File: src/rtl/am_constants_load_ctrl.sv
// Sequences the shadow constant bank into the AM constants path at a carrier sync boundary.
// Optional macro AM_CONST_TIMEOUT_EN: ARMED gives up after TIMEOUT_CYC cycles and sets Timeout_Flag.
module am_constants_load_ctrl #(
   parameter int DW          = 16,
   parameter int NUM_CONST   = 4,
   parameter int AW          = 2,
   parameter int PIPE_LAT    = 2,
   parameter int TIMEOUT_CYC = 1023
) (
   input  logic          Clock,
   input  logic          Reset_n,
   input  logic          Wr_En,
   input  logic [AW-1:0] Wr_Addr,
   input  logic [DW-1:0] Wr_Data,
   output logic          Wr_Ready,
   input  logic          Commit_Req,
   input  logic          Sync_Strobe,
   output logic [DW-1:0] Dout,
   output logic          Ld_Valid,
   output logic [AW-1:0] Ld_Addr,
   output logic          Vp_Valid,
   output logic [AW-1:0] Vp_Addr,
   output logic          Commit_Ack,
   output logic          Wr_Drop
`ifdef AM_CONST_TIMEOUT_EN
   ,
   output logic          Timeout_Flag
`endif
);

   typedef enum logic [1:0] {IDLE, ARMED, LOAD, DRAIN} state_t;

   localparam int TW = $clog2(TIMEOUT_CYC + 1);
   localparam int DRW = $clog2(PIPE_LAT + 1);
   localparam int CW = (TW > DRW) ? TW : DRW;

   state_t          state;
   logic [AW-1:0]   idx;
   logic [CW-1:0]   cnt;
   logic [DW-1:0]   shadow [NUM_CONST];
   logic [PIPE_LAT-1:0] vp_valid_q;
   logic [AW-1:0]   vp_addr_q [PIPE_LAT];

   // Wr_Ready is registered, so it lags IDLE entry by one cycle; commit and
   // writes are only honoured once it is high.
   always_ff @(posedge Clock or negedge Reset_n) begin
      if (!Reset_n) begin
         state      <= IDLE;
         idx        <= '0;
         cnt        <= '0;
         Wr_Ready   <= 1'b1;
         Dout       <= '0;
         Ld_Valid   <= 1'b0;
         Ld_Addr    <= '0;
         Commit_Ack <= 1'b0;
         Wr_Drop    <= 1'b0;
`ifdef AM_CONST_TIMEOUT_EN
         Timeout_Flag <= 1'b0;
`endif
         // NOTE: the shadow bank is reset because a commit straight after reset must load zeros.
         for (int i = 0; i < NUM_CONST; i++) shadow[i] <= '0;
      end else begin
         // NOTE: non-blocking assignments everywhere here so every register samples pre-edge values.
         Commit_Ack <= 1'b0;
         if (Wr_En && !Wr_Ready) Wr_Drop <= 1'b1;
         case (state)
            IDLE: begin
               Wr_Ready <= 1'b1;
               if (Wr_Ready) begin
                  if (Wr_En) shadow[Wr_Addr] <= Wr_Data;
                  if (Commit_Req) begin
                     state    <= ARMED;
                     Wr_Ready <= 1'b0;
                     cnt      <= '0;
                  end
               end
            end
            ARMED: begin
               if (Sync_Strobe) begin
                  state <= LOAD;
                  idx   <= '0;
               end
`ifdef AM_CONST_TIMEOUT_EN
               else if (cnt == CW'(TIMEOUT_CYC - 1)) begin
                  state        <= LOAD;
                  idx          <= '0;
                  Timeout_Flag <= 1'b1;
               end else begin
                  cnt <= cnt + 1'b1;
               end
`endif
            end
            LOAD: begin
               Dout     <= shadow[idx];
               Ld_Valid <= 1'b1;
               Ld_Addr  <= idx;
               if (idx == AW'(NUM_CONST - 1)) begin
                  state <= DRAIN;
                  cnt   <= '0;
               end else begin
                  idx <= idx + 1'b1;
               end
            end
            DRAIN: begin
               Ld_Valid <= 1'b0;
               if (cnt == CW'(PIPE_LAT - 1)) begin
                  state      <= IDLE;
                  Commit_Ack <= 1'b1;
               end else begin
                  cnt <= cnt + 1'b1;
               end
            end
            default: state <= IDLE;
         endcase
      end
   end

   // Free-running delay matching the external constants path.
   always_ff @(posedge Clock or negedge Reset_n) begin
      if (!Reset_n) begin
         vp_valid_q <= '0;
         for (int i = 0; i < PIPE_LAT; i++) vp_addr_q[i] <= '0;
      end else begin
         vp_valid_q[0] <= Ld_Valid;
         vp_addr_q[0]  <= Ld_Addr;
         for (int i = 1; i < PIPE_LAT; i++) begin
            vp_valid_q[i] <= vp_valid_q[i-1];
            vp_addr_q[i]  <= vp_addr_q[i-1];
         end
      end
   end

   assign Vp_Valid = vp_valid_q[PIPE_LAT-1];
   assign Vp_Addr  = vp_addr_q[PIPE_LAT-1];

endmodule

File: config.mk
export PLATFORM = sky130hd
export DESIGN_NAME = am_constants_load_ctrl
export DESIGN_NICKNAME = d
export VERILOG_FILES = /design/src/rtl/am_constants_load_ctrl.sv
export SDC_FILE = /design/constraint.sdc
export NUM_CORES = 1
export LEC_CHECK = 0
export BUFFER_PORTS_ARGS = -buffer_cell sky130_fd_sc_hd__buf_2
export CORE_MARGIN = 3
export CORE_UTILIZATION = 43
export CTS_CLUSTER_DIAMETER = 100
export DETAILED_ROUTE_END_ITERATION = 16
export PLACE_DENSITY = 0.66
export SLEW_MARGIN = 20
export SYNTH_ARGS = -nofsm -noshare
export SYNTH_HDL_FRONTEND = slang
export SYNTH_SLANG_ARGS = --single-unit
File: constraint.sdc
create_clock -name Clock -period 5.9 [get_ports Clock]
set_input_delay 1.77 -clock Clock [delete_from_list [all_inputs] [get_ports Clock]]
set_output_delay 1.77 -clock Clock [all_outputs]
set_load 0.02 [all_outputs]
==> results.txt, run 1 <==
Synth top area share = 0.565
initial core utilization = 0.446
clock latency on the worst-skew pair = 370 ps
I/O Buffers = 47
clk sink count = 106
vias in the first global route = 2726
Vias/cell = 5.35
number of distinct library cells after synthesis = 42
number of inserted diodes = 0
Post-Place Worst Slack = 2570 ps
delay-heaviest family, CP = flip-flops
Die Span X = 110 µm
DR iter-0 viols = 148
CP max-delay cell = dfstp_2
Yosys reg bits = 106
RSZ-0062 raised after global routing = false
sequential share of the synthesized area = 0.571
antenna violation net count after detailed routing = 0
core area = 0.0104 mm²
average cell area after synthesis = 14.7 µm²
CP max FO = 7
Pwr Total = 0.00263 W
routed wire length = 8.55 mm
Synth warnings = 0
layout cells sized above 1 = 0.469
status = finished, final reports clean
CP endpoint kind = output port
post-CTS sizing = 0
crit path setup slack, layout = 2960 ps
CTS tree = done
Hold Path Class = reg -> reg
Post-Syn Area = 0.00465 mm²
met2 Resource Use GR = 0.244
drt wl/cell = 17.0 µm
Yosys top cell by area = dfrtp_1
met1 usage = 0.212
Synth Flop Type = dfrtp_1
max_cap viols = 0
Pleak = 2.37 nW
routed via count = 2691
Post-DP HPWL = 5.61 mm
Post-CTS Setup Bufs = 0
Layout area overhead = 11.9%
maximum clock rate = 340 MHz
# DRC = 0
clk slew on worst S/H paths = 100 ps
Placer Congestion = 0.752
GR met3 Demand/Resource = 0.0384
Async S/R FF share, synth = 1.00
Die ar. = 0.0121 mm²
Pre-antenna DRT Iters = 5
Root Buffer = clkbuf_8
gr usage total = 0.154
slowest stage delay, CP = 620 ps
pwr dens = 505 mW/mm²
startpoint type of the worst setup path = flip-flop
layout net count = 394
Max H-tree Level = 3
total CTS buffers = 9
Die Ht = 110 µm
Tcrit/Tclk final = 0.499
worst path cell trace = buf_2
maximum number of pins on one net before global-route repair = 61
Syn Nets = 349
Final setup violation count = 0
Final Hold Fails = 0
Peak VDD IR = 244 µV
# IOs = 48
Final Critical Period = 2940 ps
setup TNS = 0 ps
most frequent cells in the layout = dfrtp_1, mux2_2, buf_2
pin slew with the least headroom to its limit = 903 ps
Slew headroom = 0.397
commonest non-fill, non-tap cell in the layout = dfrtp_1
fin util = 0.499
GR Overflow Total = 0
kind of critical path = reg -> out
clock buffer depth = 2
final setup skew = 9.73 ps
crit path buf inv count = 1
Site Rows = 37
synth top area cells = dfrtp_1, mux2_2, mux4_2
Syn Inst Count = 317
initial antenna violation count = 0
Post-synth EDFFs = 0
max-slew violations = 0
GRT busiest layer = met2
cts hold-fix bufs = 0
Worst EP arrival = 1170 ps
Crit path required time = 4130 ps
first-pass GRT wire length = 14.1 mm
## path summary, 6_finish.rpt
kind / from / end / slack [ps] / cells past startpoint
hold / removal: vp_valid_q[0]$_DFF_PN0_ / vp_valid_q[1]$_DFF_PN0_ / 360 / 0
hold reg to reg: vp_valid_q[0]$_DFF_PN0_ / vp_valid_q[1]$_DFF_PN0_ / 360 / 0
min in group asynchronous: Reset_n / cnt[0]$_DFFE_PN0P_ / 1460 / 1
max in group asynchronous: Reset_n / vp_addr_q[3]$_DFF_PN0_ / 3380 / 2
setup / recovery: Wr_Ready$_DFFE_PN1N_ / Wr_Ready / 2960 / 1
setup reg to reg: idx[1]$_DFFE_PN0P_ / cnt[8]$_DFFE_PN0P_ / 3130 / 6
## flip-flops by register name (all words and copies together) (netlist names)
name        count
vp_addr_q       2
vp_valid_q      2
Commit_Ack      1
Wr_Drop         1
cnt            10
Wr_Ready        1
shadow         64
Ld_Valid        1
Ld_Addr         2
idx             2
Vp_Addr         2
Dout           16
state           2
## report_power, final
group	switching [W]	leakage, nW	internal (W)	total (W)
Sequential	0.000170	1.34	0.00103	0.00120
Clock	0.000255	0.100	0.000200	0.000455
Combinational	0.000439	0.933	0.000534	0.000973
Total	0.000864	2.37	0.00176	0.00263
## cells by family (layout without fill, tap and decap cells)
family                     after synthesis  count (layout)  share of synthesized area
and+or+nand+nor                         49              49                     0.0587
buffers and inverters                   24              74                     0.0242
muxes                                  100             100                      0.282
adders and majority gates                9               9                     0.0242
AOI/OAI and AO/OA                       29              29                     0.0404
DFF                                    106             106                      0.571
## metrics by stage
step,hold WS [ps],instances,cell area (µm²)
2_1_floorplan,331,317,4650
4_1_cts,364,503,5200
3_3_place_gp,332,487,5000
6_report,360,503,5200
3_5_place_dp,336,487,5000
5_1_grt,366,503,5200
## routing by layer
layer	share of wire	vias up	wire (µm)
met5	0	-	0
met4	0.013	0	113
met3	0.040	8	340
met2	0.49	50	4150
met1	0.46	1392	3950
li1	-	1241	-
## synthesized netlist by cell type, drive strengths merged (2+ instances only)
library cell / number
dfrtp: 105
mux2: 83
mux4: 16
o21ai: 11
buf: 9
ha: 9
nand3: 9
clkbuf: 8
nand2: 8
inv: 7
nor2: 7
nor3: 7
a21oi: 5
a22o: 4
or3: 3
a21o: 2
nand2b: 2
nand4: 2
nor2b: 2
or2: 2
or4: 2
## cell type report
cell class                      count  area [µm²]
Fill cell                         895        5220
Sequential cell                   106        2650
Tap cell                          136         170
Multi-Input combinational cell    187        1880
Inverter                            7        26.3
Clock buffer                        9         124
Timing Repair Buffer               51         268
Clock inverter                      7        73.8
Power figures use the tool's default switching activity.
==> inputs of run 2 (changes only) <==
- ABC_AREA: default -> 1
- clock period: 5.9 -> 2.78 ns (I/O delays scaled with it)
==> run 2 against run 1 <==
Synthesized cell count increased by 76%. Setup slack worse by 2100 ps. Critical path depth is the same. Global-route usage is 1.3 points higher. Hold slack worse by 48 ps. Clock power is 95% higher. Critical path type unchanged. Largest cell class unchanged. Highest routed layer unchanged.
==> results.txt, run 2 <==
status = finished, final reports clean
crit path buf inv count = 1 (unchanged)
R2R cell count = 9 (+3)
Die Ht = 112 µm (+1.4%)
final setup skew = 14.8 ps (+5.02 ps)
Synth warnings = 0 (unchanged)
layout net count = 628 (+59%)
CP max FO = 4 (-3)
Yosys top cell by area = dfrtp_1
Pre-antenna DRT Iters = 4 (-1)
Post-DP HPWL = 6.52 mm (+16%)
Site Rows = 37 (unchanged)
number of inserted diodes = 0 (unchanged)
initial core utilization = 0.454 (+0.00740)
initial antenna violation count = 0 (unchanged)
average cell area after synthesis = 8.58 µm² (-41%)
first-pass GRT wire length = 17.2 mm (+22%)
synth top area cells = dfrtp_1, nand2_1, nor2_1
clock latency on the worst-skew pair = 370 ps (about the same)
I/O Buffers = 47 (unchanged)
delay-heaviest family, CP = flip-flops
Synth Flop Type = dfrtp_1
maximum number of pins on one net before global-route repair = 53 (-13%)
sequential share of the synthesized area = 0.554 (-0.0167)
most common cell in the netlist = nand2_1
Die ar. = 0.0124 mm² (+2.8%)
Pleak = 2.60 nW (+9.7%)
layout cells sized above 1 = 0.156 (-0.312)
gr usage total = 0.167 (+0.0129)
drt wl/cell = 13.5 µm (-21%)
biggest regs = shadow x64, Dout x16, cnt x10
fin util = 0.500 (+0.00114)
Worst EP arrival = 1090 ps (-80 ps)
Syn Nets = 590 (+69%)
Yosys reg bits = 106 (unchanged)
# IOs = 48 (unchanged)
kind of critical path = reg -> out
Placer Congestion = 0.790 (+4.9%)
flop-to-flop setup slack = 910 ps (-2220 ps)
Post-synth EDFFs = 0 (unchanged)
Tcrit/Tclk final = 0.691
Final Hold Fails = 0 (unchanged)
Slew headroom = 0.338 (-0.0589)
core area = 0.0106 mm² (+1.3%)
routed via count = 3760 (+40%)
DR iter-0 viols = 213 (+44%)
slowest stage delay, CP = 560 ps (-60 ps)
reg2reg start = state[0]$_DFFE_PN0P_
clock buffer depth = 2 (unchanged)
Hold Path Class = in -> async
pwr dens = 1040 mW/mm² (+110%)
worst path cell trace = buf_2
setup TNS = 0 ps (unchanged)
cts hold-fix bufs = 0 (unchanged)
maximum clock rate = 520 MHz
pin slew with the least headroom to its limit = 991 ps (+88.3 ps)
most common library cells after synthesis = nand2_1, dfrtp_1, nor2_1
startpoint type of the worst setup path = flip-flop
Post-CTS Setup Bufs = 0 (unchanged)
Root Buffer = clkbuf_8
Final Critical Period = 1920 ps
Async S/R FF share, synth = 1.00 (unchanged)
Final setup violation count = 0 (unchanged)
Synth top area share = 0.549 (-0.0165)
clk sink count = 106 (unchanged)
GR Overflow Total = 0 (unchanged)
Die Span X = 112 µm (+1.4%)
reg-to-reg critical path endpoint = state[1]$_DFFE_PN0P_
# DRC = 0 (unchanged)
Top reg by flops = shadow
Vias/cell = 5.10 (-4.6%)
Pwr Total = 0.00548 W (+110%)
fin cells = 737 (+47%)
RSZ-0062 raised after global routing = false
Max H-tree Level = 3 (unchanged)
Syn Inst Count = 558 (+76%)
max_cap viols = 0 (unchanged)
antenna violation net count after detailed routing = 0 (unchanged)
clk slew on worst S/H paths = 90 ps (about the same)
cell count after placement = 721 (+48%)
vias in the first global route = 3593 (+32%)
commonest non-fill, non-tap cell in the layout = nand2_1
Layout area overhead = 10.3%
CTS tree = done
CP max-delay cell = dfstp_2
Filler cells = 1037 (+16%)
max reg flops = 64 (unchanged)
most frequent cells in the layout = nand2_1, dfrtp_1, nor2_1
routed wire length = 9.95 mm (+16%)
total CTS buffers = 9 (unchanged)
Crit path required time = 1950 ps (-2180 ps)
CP endpoint kind = output port
Peak VDD IR = 406 µV (+66%)
max-slew violations = 0 (unchanged)
post-CTS sizing = 0 (unchanged)
number of distinct library cells after synthesis = 31 (-26%)
Post-Syn Area = 0.00479 mm² (+3.0%)
## run 2: cell types whose count changed after synthesis, sizes merged, moves of 14 or more
| cell | change |
|---|---|
| buf | +14 |
| mux2 | -83 |
| o21ai | +89 |
| nor2 | +100 |
| nand2 | +119 |
| inv | +32 |
| a31oi | +16 |
| mux4 | -16 |
## run 2: per-layer routing
| layer | global-route usage | share of wire |
|---|---|---|
| met5 | 0 | 0 |
| met4 | 0.0454 | 0.0075 |
| met3 | 0.0391 | 0.035 |
| met2 | 0.275 | 0.49 |
| met1 | 0.224 | 0.47 |
## run 2: report_power, final
| group | internal, W | switching, W | leakage [nW] |
|---|---|---|---|
| clock network | 0.000358 | 0.000531 | 0.0916 |
| logic | 0.000736 | 0.00133 | 1.18 |
| registers | 0.00217 | 0.000347 | 1.33 |
## run 2: cell families after synthesis
logic type | Yosys count | share of synthesized area
flip-flops | 106 | 0.554
adder cells (fa/ha/maj) | 9 | 0.0235
XOR/XNOR | 1 | 0.00183
AO/OA/AOI/OAI | 122 | 0.139
buffers and inverters | 67 | 0.0658
AND/OR/NAND/NOR | 253 | 0.216
## run 2: final cells by class
| type | count | area (µm²) | share of cell area |
|---|---|---|---|
| multi-input combinational | 385 | 1820 | 0.344 |
| sequential | 106 | 2650 | 0.502 |
| clock buffer | 11 | 141 | 0.0268 |
| inverter | 39 | 149 | 0.0282 |
| clock inverter | 5 | 37.5 | 0.00711 |
| timing repair buffer | 55 | 310 | 0.0588 |
| tap | 136 | 170 | 0.0322 |
## run 2: worst max-delay path by stage
stage	endpoint	slack, ps	start	cells past startpoint
floorplan	shadow[38]$_DFFE_PN0P_	1200	Wr_En	6
global placement	shadow[23]$_DFFE_PN0P_	890	Wr_En	6
detailed placement	shadow[50]$_DFFE_PN0P_	840	Wr_En	6
CTS	Wr_Ready	830	Wr_Ready$_DFFE_PN1N_	1
global route	shadow[22]$_DFFE_PN0P_	800	state[0]$_DFFE_PN0P_	7
finish	Wr_Ready	860	Wr_Ready$_DFFE_PN1N_	1
## run 2: metrics by stage
stage          hold slack, ps  worst slack (ps)  instance area, µm²
5_1_grt                   301               805                5280
4_1_cts                   298               835                5280
3_3_place_gp              332               894                5100
6_report                  312               858                5280
2_1_floorplan             331              1200                4790
3_5_place_dp              337               836                5100
